[config.mk]
export PLATFORM = sky130hd
export DESIGN_NAME = ula_rpn_pilha_param
export DESIGN_NICKNAME = d
export VERILOG_FILES = /design/src/rtl/ula_rpn_pilha_param.sv
export SDC_FILE = /design/constraint.sdc
export NUM_CORES = 1
export LEC_CHECK = 0
export CAP_MARGIN = 40
export CORE_ASPECT_RATIO = 2
export CORE_MARGIN = 1.5
export CORE_UTILIZATION = 50
export DETAILED_ROUTE_END_ITERATION = 8
export PLACE_DENSITY = 0.73
export SKIP_LAST_GASP = 1
export SYNTH_ARGS = -nofsm -noshare
export SYNTH_HDL_FRONTEND = slang
export SYNTH_SLANG_ARGS = --single-unit
[constraint.sdc]
create_clock -name clock -period 4.07 [get_ports clock]
set_input_delay 0.814 -clock clock [delete_from_list [all_inputs] [get_ports clock]]
set_output_delay 0.814 -clock clock [all_outputs]
set_load 0.005 [all_outputs]
[src/rtl/ula_rpn_pilha_param.sv]
// RPN ALU with an N-entry operand stack, opcode FSM and shared sequential multiply/divide.
// Optional divider datapath enabled by defining ULA_RPN_DIV_EN.
module ula_rpn_pilha_param #(
  parameter int DATA_W = 8,
  parameter int DEPTH  = 4
) (
  input  logic                       clock,
  input  logic                       rst,
  input  logic [DATA_W-1:0]          entrada,
  input  logic [2:0]                 op,
  input  logic                       push,
  input  logic                       exec,
  output logic [DATA_W-1:0]          topo,
  output logic [$clog2(DEPTH+1)-1:0] nivel,
  output logic                       busy,
  output logic                       done,
  output logic [DATA_W-1:0]          resto,
  output logic                       cout,
  output logic                       ov,
  output logic                       erro,
  output logic                       zero,
  output logic                       resto_led
);

  localparam int NW = $clog2(DEPTH + 1);
  localparam int AW = (DEPTH > 1) ? $clog2(DEPTH) : 1;
  localparam int CW = $clog2(DATA_W + 1);
  localparam int MSB = DATA_W - 1;

`ifdef ULA_RPN_DIV_EN
  localparam bit HAS_DIV = 1'b1;
`else
  localparam bit HAS_DIV = 1'b0;
`endif

  localparam logic [2:0] OP_ADD = 3'b000;
  localparam logic [2:0] OP_SUB = 3'b001;
  localparam logic [2:0] OP_MUL = 3'b010;
  localparam logic [2:0] OP_DIV = 3'b011;
  localparam logic [2:0] OP_AND = 3'b100;
  localparam logic [2:0] OP_OR  = 3'b101;
  localparam logic [2:0] OP_XOR = 3'b110;
  localparam logic [2:0] OP_NOT = 3'b111;

  typedef enum logic [1:0] {OCIOSO, CALC, GRAVA} estado_t;

  estado_t state_reg, state_next;

  logic [DATA_W-1:0] stk [DEPTH];
  logic [NW-1:0]     level_reg;
  logic              done_reg;
  logic              cout_reg, ov_reg, erro_reg, zero_reg, resto_led_reg;
  logic [DATA_W-1:0] resto_reg;

  // Shared iteration registers: hi/lo form the double-width product or remainder/quotient pair.
  logic [DATA_W-1:0] hi_reg, lo_reg, opnd_reg;
  logic [CW-1:0]     cnt_reg;
  logic              is_div_reg;

  logic              idle, exec_acc, push_acc, full;
  logic              has_a, has_b, is_seq, operand_ok, op_err, cmd_err;
  logic [AW-1:0]     idx_a, idx_b;
  logic [DATA_W-1:0] a_val, b_val;
  logic [DATA_W:0]   sum_ext, dif_ext;
  logic [DATA_W-1:0] alu_res;
  logic              alu_cout, alu_ov;
  logic [DATA_W:0]   mul_sum;
  logic [DATA_W-1:0] hi_step, lo_step;
  logic              wr_en;
  logic [AW-1:0]     wr_idx;
  logic [DATA_W-1:0] wr_data;

  assign idle = (state_reg == OCIOSO);
  // Exec is held off for the cycle done is high so done can never pulse twice in a row.
  assign exec_acc = exec && idle && !done_reg;
  assign push_acc = push && !exec && idle;
  assign full     = (level_reg == NW'(DEPTH));
  assign has_a    = (level_reg >= NW'(2));
  assign has_b    = (level_reg != '0);

  assign idx_b = AW'(level_reg - NW'(1));
  assign idx_a = AW'(level_reg - NW'(2));
  assign a_val = stk[idx_a];
  assign b_val = stk[idx_b];

  assign is_seq     = (op == OP_MUL) || (op == OP_DIV);
  assign operand_ok = (op == OP_NOT) ? has_b : has_a;
  assign op_err     = (op == OP_DIV) && (!HAS_DIV || (b_val == '0));
  assign cmd_err    = !operand_ok || op_err;

  assign sum_ext = {1'b0, a_val} + {1'b0, b_val};
  assign dif_ext = {1'b0, a_val} - {1'b0, b_val};

  always_comb begin
    alu_res  = '0;
    alu_cout = 1'b0;
    alu_ov   = 1'b0;
    case (op)
      OP_ADD: begin
        alu_res  = sum_ext[DATA_W-1:0];
        alu_cout = sum_ext[DATA_W];
        alu_ov   = (a_val[MSB] == b_val[MSB]) && (alu_res[MSB] != a_val[MSB]);
      end
      OP_SUB: begin
        alu_res  = dif_ext[DATA_W-1:0];
        alu_cout = dif_ext[DATA_W];
        alu_ov   = (a_val[MSB] != b_val[MSB]) && (alu_res[MSB] != a_val[MSB]);
      end
      OP_AND:  alu_res = a_val & b_val;
      OP_OR:   alu_res = a_val | b_val;
      OP_XOR:  alu_res = a_val ^ b_val;
      OP_NOT:  alu_res = ~b_val;
      default: alu_res = '0;
    endcase
  end

`ifdef ULA_RPN_DIV_EN
  logic [DATA_W:0] div_sh;
`endif

  always_comb begin
    mul_sum = {1'b0, hi_reg} + (lo_reg[0] ? {1'b0, opnd_reg} : '0);
    hi_step = mul_sum[DATA_W:1];
    lo_step = {mul_sum[0], lo_reg[DATA_W-1:1]};
`ifdef ULA_RPN_DIV_EN
    // Restoring step: remainder stays below the divisor, so hi never needs an extra bit.
    div_sh = {hi_reg, lo_reg[DATA_W-1]};
    if (is_div_reg) begin
      if (div_sh >= {1'b0, opnd_reg}) begin
        hi_step = DATA_W'(div_sh - {1'b0, opnd_reg});
        lo_step = {lo_reg[DATA_W-2:0], 1'b1};
      end else begin
        hi_step = div_sh[DATA_W-1:0];
        lo_step = {lo_reg[DATA_W-2:0], 1'b0};
      end
    end
`endif
  end

  always_comb begin
    state_next = state_reg;
    case (state_reg)
      OCIOSO:  if (exec_acc && !cmd_err && is_seq) state_next = CALC;
      CALC:    if (cnt_reg == CW'(DATA_W - 1)) state_next = GRAVA;
      GRAVA:   state_next = OCIOSO;
      default: state_next = OCIOSO;
    endcase
  end

  always_comb begin
    wr_en   = 1'b0;
    wr_idx  = AW'(level_reg);
    wr_data = entrada;
    if (state_reg == GRAVA) begin
      wr_en   = 1'b1;
      wr_data = lo_reg;
    end else if (exec_acc) begin
      if (!cmd_err && !is_seq) begin
        wr_en   = 1'b1;
        wr_data = alu_res;
        wr_idx  = (op == OP_NOT) ? idx_b : idx_a;
      end
    end else if (push_acc && !full) begin
      wr_en = 1'b1;
    end
  end

  for (genvar gi = 0; gi < DEPTH; gi++) begin : g_stk
    always_ff @(posedge clock) begin
      if (wr_en && (wr_idx == AW'(gi))) stk[gi] <= wr_data;
    end
  end

  always_ff @(posedge clock) begin
    if (rst) begin
      state_reg     <= OCIOSO;
      level_reg     <= '0;
      done_reg      <= 1'b0;
      cout_reg      <= 1'b0;
      ov_reg        <= 1'b0;
      erro_reg      <= 1'b0;
      zero_reg      <= 1'b0;
      resto_led_reg <= 1'b0;
      resto_reg     <= '0;
      hi_reg        <= '0;
      lo_reg        <= '0;
      opnd_reg      <= '0;
      cnt_reg       <= '0;
      is_div_reg    <= 1'b0;
    end else begin
      state_reg <= state_next;
      done_reg  <= 1'b0;
      case (state_reg)
        OCIOSO: begin
          if (exec_acc) begin
            if (cmd_err) begin
              erro_reg      <= 1'b1;
              cout_reg      <= 1'b0;
              ov_reg        <= 1'b0;
              zero_reg      <= 1'b0;
              resto_led_reg <= 1'b0;
              done_reg      <= 1'b1;
            end else if (is_seq) begin
              level_reg  <= level_reg - NW'(2);
              hi_reg     <= '0;
              lo_reg     <= (op == OP_DIV) ? a_val : b_val;
              opnd_reg   <= (op == OP_DIV) ? b_val : a_val;
              cnt_reg    <= '0;
              is_div_reg <= (op == OP_DIV);
            end else begin
              if (op != OP_NOT) level_reg <= level_reg - NW'(1);
              cout_reg      <= alu_cout;
              ov_reg        <= alu_ov;
              zero_reg      <= (alu_res == '0);
              erro_reg      <= 1'b0;
              resto_led_reg <= 1'b0;
              done_reg      <= 1'b1;
            end
          end else if (push_acc) begin
            if (!full) level_reg <= level_reg + NW'(1);
            erro_reg      <= full;
            cout_reg      <= 1'b0;
            ov_reg        <= 1'b0;
            zero_reg      <= 1'b0;
            resto_led_reg <= 1'b0;
          end
        end
        CALC: begin
          hi_reg  <= hi_step;
          lo_reg  <= lo_step;
          cnt_reg <= cnt_reg + CW'(1);
        end
        GRAVA: begin
          level_reg <= level_reg + NW'(1);
          done_reg  <= 1'b1;
          erro_reg  <= 1'b0;
          cout_reg  <= 1'b0;
          zero_reg  <= (lo_reg == '0);
          if (HAS_DIV && is_div_reg) begin
            ov_reg        <= 1'b0;
            resto_reg     <= hi_reg;
            resto_led_reg <= (hi_reg != '0);
          end else begin
            ov_reg        <= (hi_reg != '0);
            resto_led_reg <= 1'b0;
          end
        end
        default: ;
      endcase
    end
  end

  assign topo      = has_b ? b_val : '0;
  assign nivel     = level_reg;
  assign busy      = !idle;
  assign done      = done_reg;
  assign cout      = cout_reg;
  assign ov        = ov_reg;
  assign erro      = erro_reg;
  assign zero      = zero_reg;
  assign resto     = HAS_DIV ? resto_reg : '0;
  assign resto_led = HAS_DIV ? resto_led_reg : 1'b0;

endmodule

== After elaboration in Yosys (flattened, before gate mapping) ==
Memories as Yosys holds them, arrays and structs flattened.
Index checks and enable logic that the tools add are counted.

* Reductions and logical operators: 40
* Bitwise operators: 5
* Equal/unequal tests: 29
* Order comparisons: 1
* Add/subtract/negate cells: 7
* Muxes and demuxes: 80

{| class="wikitable"
|+ Operators by type and width
! operator !! number
|-
| 8-bit two-way mux || 16
|-
| 8-bit one-hot mux with 6 select lines || 1
|-
| 1-bit two-way mux || 33
|-
| 8-bit one-hot mux with 2 select lines || 2
|-
| 8-bit OR reduction || 3
|-
| 8-bit by 8-bit adder with 9-bit output || 2
|-
| 2-bit two-way mux || 9
|-
| 3-bit two-way mux || 6
|-
| 8-bit zero test || 2
|-
| 3-bit equality test (second input constant) || 5
|-
| 1-bit logical AND || 14
|-
| 1-bit one-hot mux with 2 select lines || 7
|-
| 4-bit two-way mux || 3
|-
| 3-bit inequality test (second input constant) || 3
|-
| 8-bit by 8-bit subtractor with 9-bit output || 1
|-
| 8-bit bitwise AND || 1
|-
| 8-bit NOT || 1
|-
| 8-bit bitwise OR || 1
|-
| 4-bit one-hot mux with 2 select lines || 1
|-
| 4-bit AND reduction || 2
|-
| 8-bit nonzero test || 1
|-
| 8-bit XOR || 1
|-
| 1-bit zero test || 7
|-
| 2-bit equality test (second input constant) || 3
|-
| 27 further kinds || 37
|}

* Memories: 1
* Logic and storage cells: 174
* Output and inout port bits: 26
* Memory bits (writable): 32
* Input port bits: 15
* Flip-flop bits (word level): 38

{| class="wikitable"
|+ Memories
! name !! words !! bits a word !! read ports !! clocked after memory_dff !! wr ports !! line !! text
|-
| stk || 4 || 8 || 2 || 0 || 1 || 49 || <nowiki>logic [DATA_W-1:0] stk [DEPTH];</nowiki>
|}

== Logic depth before layout (Yosys ltp) ==
* Word-level depth: 17
* Mapped depth: 18
* Depth with buffers taken out: 14

== Worst setup path after synthesis ==
No wires, ideal clock.

* Path type: flip-flop to flip-flop
* From: register level_reg[0], in the netlist nivel[0]
* To: memory stk[0][7] (data pin)
* Clock period less this slack: 4,417 ps
* Path buffers: 4
* Slack: -347 ps
* Library setup time: 266 ps
* Arrival time: 4,151 ps
* Stages on the path, launching flop included: 16
* Required time: 3,804 ps
* Cell sequence: dfxtp_1 -> buf_4 -> buf_2 -> inv_1 -> ha_1 -> buf_6 -> buf_2 -> mux2_2 -> o21ai_1 -> ha_1 -> or4_1 -> a311o_1 -> nand3_1 -> nand3_1 -> a31o_2 -> a22o_1

* Elaborated cells between the ends (all ways): 44
* Classes of those cells: 4 x add/sub; 1 x order compare; 3 x eq/ne; 20 x mux; 4 x bitwise; 11 x reduce/logical; 1 x memory

{| class="wikitable"
|+ RTL lines
! element !! line !! text
|-
| from (decl) || 50 || <nowiki>logic [NW-1:0] level_reg;</nowiki>
|-
| from (signal assigned) || 204 || <nowiki>level_reg <= level_reg - NW'(2);</nowiki>
|-
| from (signal assigned) || 211 || <nowiki>if (op != OP_NOT) level_reg <= level_reg - NW'(1);</nowiki>
|-
| from (signal assigned) || 220 || <nowiki>if (!full) level_reg <= level_reg + NW'(1);</nowiki>
|-
| parallel branches: the longest is 6 deep, another holds 8-bit by 8-bit subtractor with 9-bit output || n/a ||
|-
| 8-bit two-way mux * || 158 || <nowiki>if (!cmd_err && !is_seq) begin</nowiki>
|-
| 8-bit two-way mux * || 157 || <nowiki>end else if (exec_acc) begin</nowiki>
|-
| 8-bit two-way mux * || 154 || <nowiki>if (state_reg == GRAVA) begin</nowiki>
|-
| named net wr_data[7] || 71 || <nowiki>logic [DATA_W-1:0] wr_data;</nowiki>
|-
| 8-bit two-way mux (no source line) (2 in series) || n/a ||
|-
| 8-bit two-way mux (no source line) * || n/a ||
|-
| to (decl) || 49 ||
|}

Mark *: on every way through the listed nets, which the timed path passes.

== Worst setup path after layout ==
* From: register level_reg[0], in the netlist nivel[0]
* To: register zero_reg, in the netlist zero

* Cells in the longest elaborated chain, start to end: 9
* Elaborated cells between the ends (all ways): 22
* Classes of those cells: 4 x add/sub; 1 x order compare; 1 x eq/ne; 6 x mux; 4 x bitwise; 5 x reduce/logical; 1 x memory

{| class="wikitable"
|+ Ends and longest elaborated chain
! element !! line !! text
|-
| 3-bit by 2-bit subtractor with 3-bit output / 3-bit by 1-bit subtractor with 3-bit output (equally long branches) || n/a ||
|-
| memory 4 x 8 bit || n/a ||
|-
| 8-bit by 8-bit subtractor with 9-bit output (tied with other cells) || 92 || <nowiki>assign dif_ext = {1'b0, a_val} - {1'b0, b_val};</nowiki>
|-
| 8-bit one-hot mux with 6 select lines || 98 || <nowiki>case (op)</nowiki>
|-
| 8-bit zero test || 214 || <nowiki>zero_reg <= (alu_res == '0);</nowiki>
|-
| 1-bit two-way mux || 203 || <nowiki>end else if (is_seq) begin</nowiki>
|-
| 1-bit two-way mux || 196 || <nowiki>if (cmd_err) begin</nowiki>
|-
| 1-bit two-way mux || 195 || <nowiki>if (exec_acc) begin</nowiki>
|-
| 1-bit one-hot mux with 2 select lines || 193 || <nowiki>case (state_reg)</nowiki>
|-
| to (signal assigned) || 214 ||
|-
| to (signal assigned) || 238 || <nowiki>zero_reg <= (lo_reg == '0);</nowiki>
|-
| to (decl) || 52 || <nowiki>logic cout_reg, ov_reg, erro_reg, zero_reg, resto_led_reg;</nowiki>
|}

Several ways; a longest one is shown, not always the timed one. The select of a mux whose other input is x is not followed.
A chain may end at the register's enable or synchronous reset.

==> reports/qor.yml <==
ioPinCount: 41
first_iter_violations: 316
yosys_warnings: 0
drv_slew: 0
start_kind: "flop"
dieArea_mm2: 0.0109
fmax_mhz: 257
n_antenna_cell: 0
ctsHoldBuffers: 0
drc: 0
period_share: 0.957
grt_max_degree: 30
netlist_area_mm2: 0.00513
grt_first_pass_wirelength_mm: 22.3
cts_tree: "yes"
setup_ws_ns: 0.177
synth-edff-count: 32
relSlewSlack: 0.473
num-fill-cells: 916
worst_slew_pin_slew_ns: 0.787
firstDrtPassIters: 5
hold_class: "reg2reg"
io_buffer_count: 31
crit_fanout: 5
layout_commonest_cell: "nor2_1"
wl_per_cell_um: 19.3
gr-total-overflow: 0
utilization: 0.597
layout.nets: 662
dp_hpwl_mm: 11.4
yosysUniqueCellTypes: 68
die_h_um: 146
fin_skew_ns: 0.00738
synthCells: 572
cts_root_buf: "clkbuf_16"
finalSetupViolations: 0
required_ns: 4.31
ys_seq_elements: 70
crit_type: "reg2reg"
clock_sinks: 70
yosys_most_used_dff: "dfxtp_1"
htree_levels: 3
outcome: "finished clean"
die_x_um: 74.6
row_count: 52
yosysSeqAreaShare: 0.336
regMostFlops: "stk"
ant_nets: 0
cp-end-kind: "flop"
grt_usage: 0.273
cts_inserted_buffers: 9
via_count: 4504
layout-drive-gt1-share: 0.129
min_path_cells: 2
initial_core_util: 0.512
grt_pass1_vias: 4471
gp_congestion: 0.989
wirelength_mm: 14.4
r2r_cells: 13
clkLatencyLatePin_ns: 0.33
path_clk_slew_ns: 0.06
cp.arrival_ns: 4.14
hold_viol: 0
cts.path.max_buffers: 2
viasPerCell: 6.04
largest_reg_flops: 32
final_cell_mix: "nor2_1 (72), nand2_1 (49), o21ai_0 (37), dfxtp_1 (37), ha_1 (34)"
period_needed_ns: 3.89
rsz0062_at_grt: "no"
p_leak_uw: 0.00236
ir_drop_mv: 0.316
core-area_mm2: 0.0100
instances_no_fill: 746
pre_cts_slack_ns: 0.185
powerDensity_mw_per_mm2: 412
synthArstFlopShare: 0
syn2layout_area_growth_pct: 16.7
antenna_found_initial: 0
synth.avg_cell_area_um2: 8.97
dp_cells: 730
cap_violations: 0
-- cells by family after synthesis --
kind of cell,after synthesis,share of synthesized area
DFF,70,0.336
and+or+nand+nor,193,0.175
AOI/OAI and AO/OA,145,0.193
xor gates and xnor gates,14,0.0239
other,1,0.000731
buffers and inverters,75,0.0654
muxes,33,0.102
adders and majority gates,41,0.104
-- stage by stage --
| stage | power, µW | setup TNS [ns] | hold slack (ns) | cell area [µm²] |
|---|---|---|---|---|
| 4_1_cts | 2470 | 0 | 0.490 | 5970 |
| 5_1_grt | 2600 | 0 | 0.507 | 5990 |
| 3_3_place_gp | 1730 | 0 | 0.471 | 5690 |
| 6_report | 2470 | 0 | 0.486 | 5990 |
| 3_5_place_dp | 1730 | 0 | 0.481 | 5690 |
| 2_1_floorplan | 1460 | -0.0196 | 0.448 | 5230 |
-- Yosys cell counts, types with 9 or more instances --
| cell type | n | area [µm²] |
|---|---|---|
| a21oi_1 | 23 | 115 |
| a22oi_1 | 9 | 67.6 |
| a31oi_1 | 10 | 62.6 |
| and2_1 | 11 | 68.8 |
| buf_4 | 10 | 75.1 |
| clkbuf_1 | 23 | 86.3 |
| dfxtp_1 | 38 | 761 |
| edfxtp_1 | 32 | 961 |
| ha_1 | 38 | 475 |
| inv_1 | 30 | 113 |
| mux2i_1 | 15 | 150 |
| mux4_2 | 15 | 338 |
| nand2_1 | 49 | 184 |
| nand3_1 | 10 | 50.1 |
| nor2_1 | 72 | 270 |
| nor2b_1 | 9 | 56.3 |
| nor3_1 | 11 | 55.1 |
| o21ai_0 | 38 | 190 |
| xnor2_1 | 11 | 96.3 |
-- layout make-up --
class,count,area [µm²],area share
clock buffers,13,264,0.0441
clock inverters,3,18.8,0.00314
inverters,31,120,0.0201
multi-input cells,435,3160,0.528
flip-flops and latches,70,1720,0.288
well taps,135,169,0.0282
repair buffers,59,533,0.0890
-- per-layer routing --
layer | track usage | share of wire | up-vias
met1 | 0.298 | 0.37 | 2162
met2 | 0.479 | 0.53 | 155
li1 | - | - | 2134
met5 | 0 | 0 | -
met4 | 0.155 | 0.056 | 0
met3 | 0.0462 | 0.047 | 53
-- critical path, cell delays in order, from the launching register on --
cell	delay, ns
dfxtp_2	0.35
clkinvlp_4	0.10
ha_4	0.30
mux4_2	0.51
buf_4	0.18
ha_4	0.16
fa_1	0.47
nor2b_1	0.04
a211oi_1	0.17
a2111oi_1	0.09
or3_1	0.40
or4_1	0.41
or4_1	0.42
o31ai_2	0.20
-- repair_timing --
action                                  in CTS  in global routing
endpoints found under the setup margin       0                 13
buffers inserted                             0                  0
gates resized for setup                      0                  2
-- power by group --
| part | switching, µW | internal, µW |
|---|---|---|
| combinational | 542 | 409 |
| sequential | 15.4 | 773 |
| clock | 277 | 451 |
-- final timing paths --
kind / slack (ns) / startpoint / to
setup / recovery: 0.18 / nivel[0] / zero
hold / removal: 0.49 / hi_reg[6] / hi_reg[6]
hold reg to reg: 0.49 / hi_reg[6] / hi_reg[6]
setup reg to reg: 0.18 / nivel[0] / zero
(Power assumes the default switching activity.)
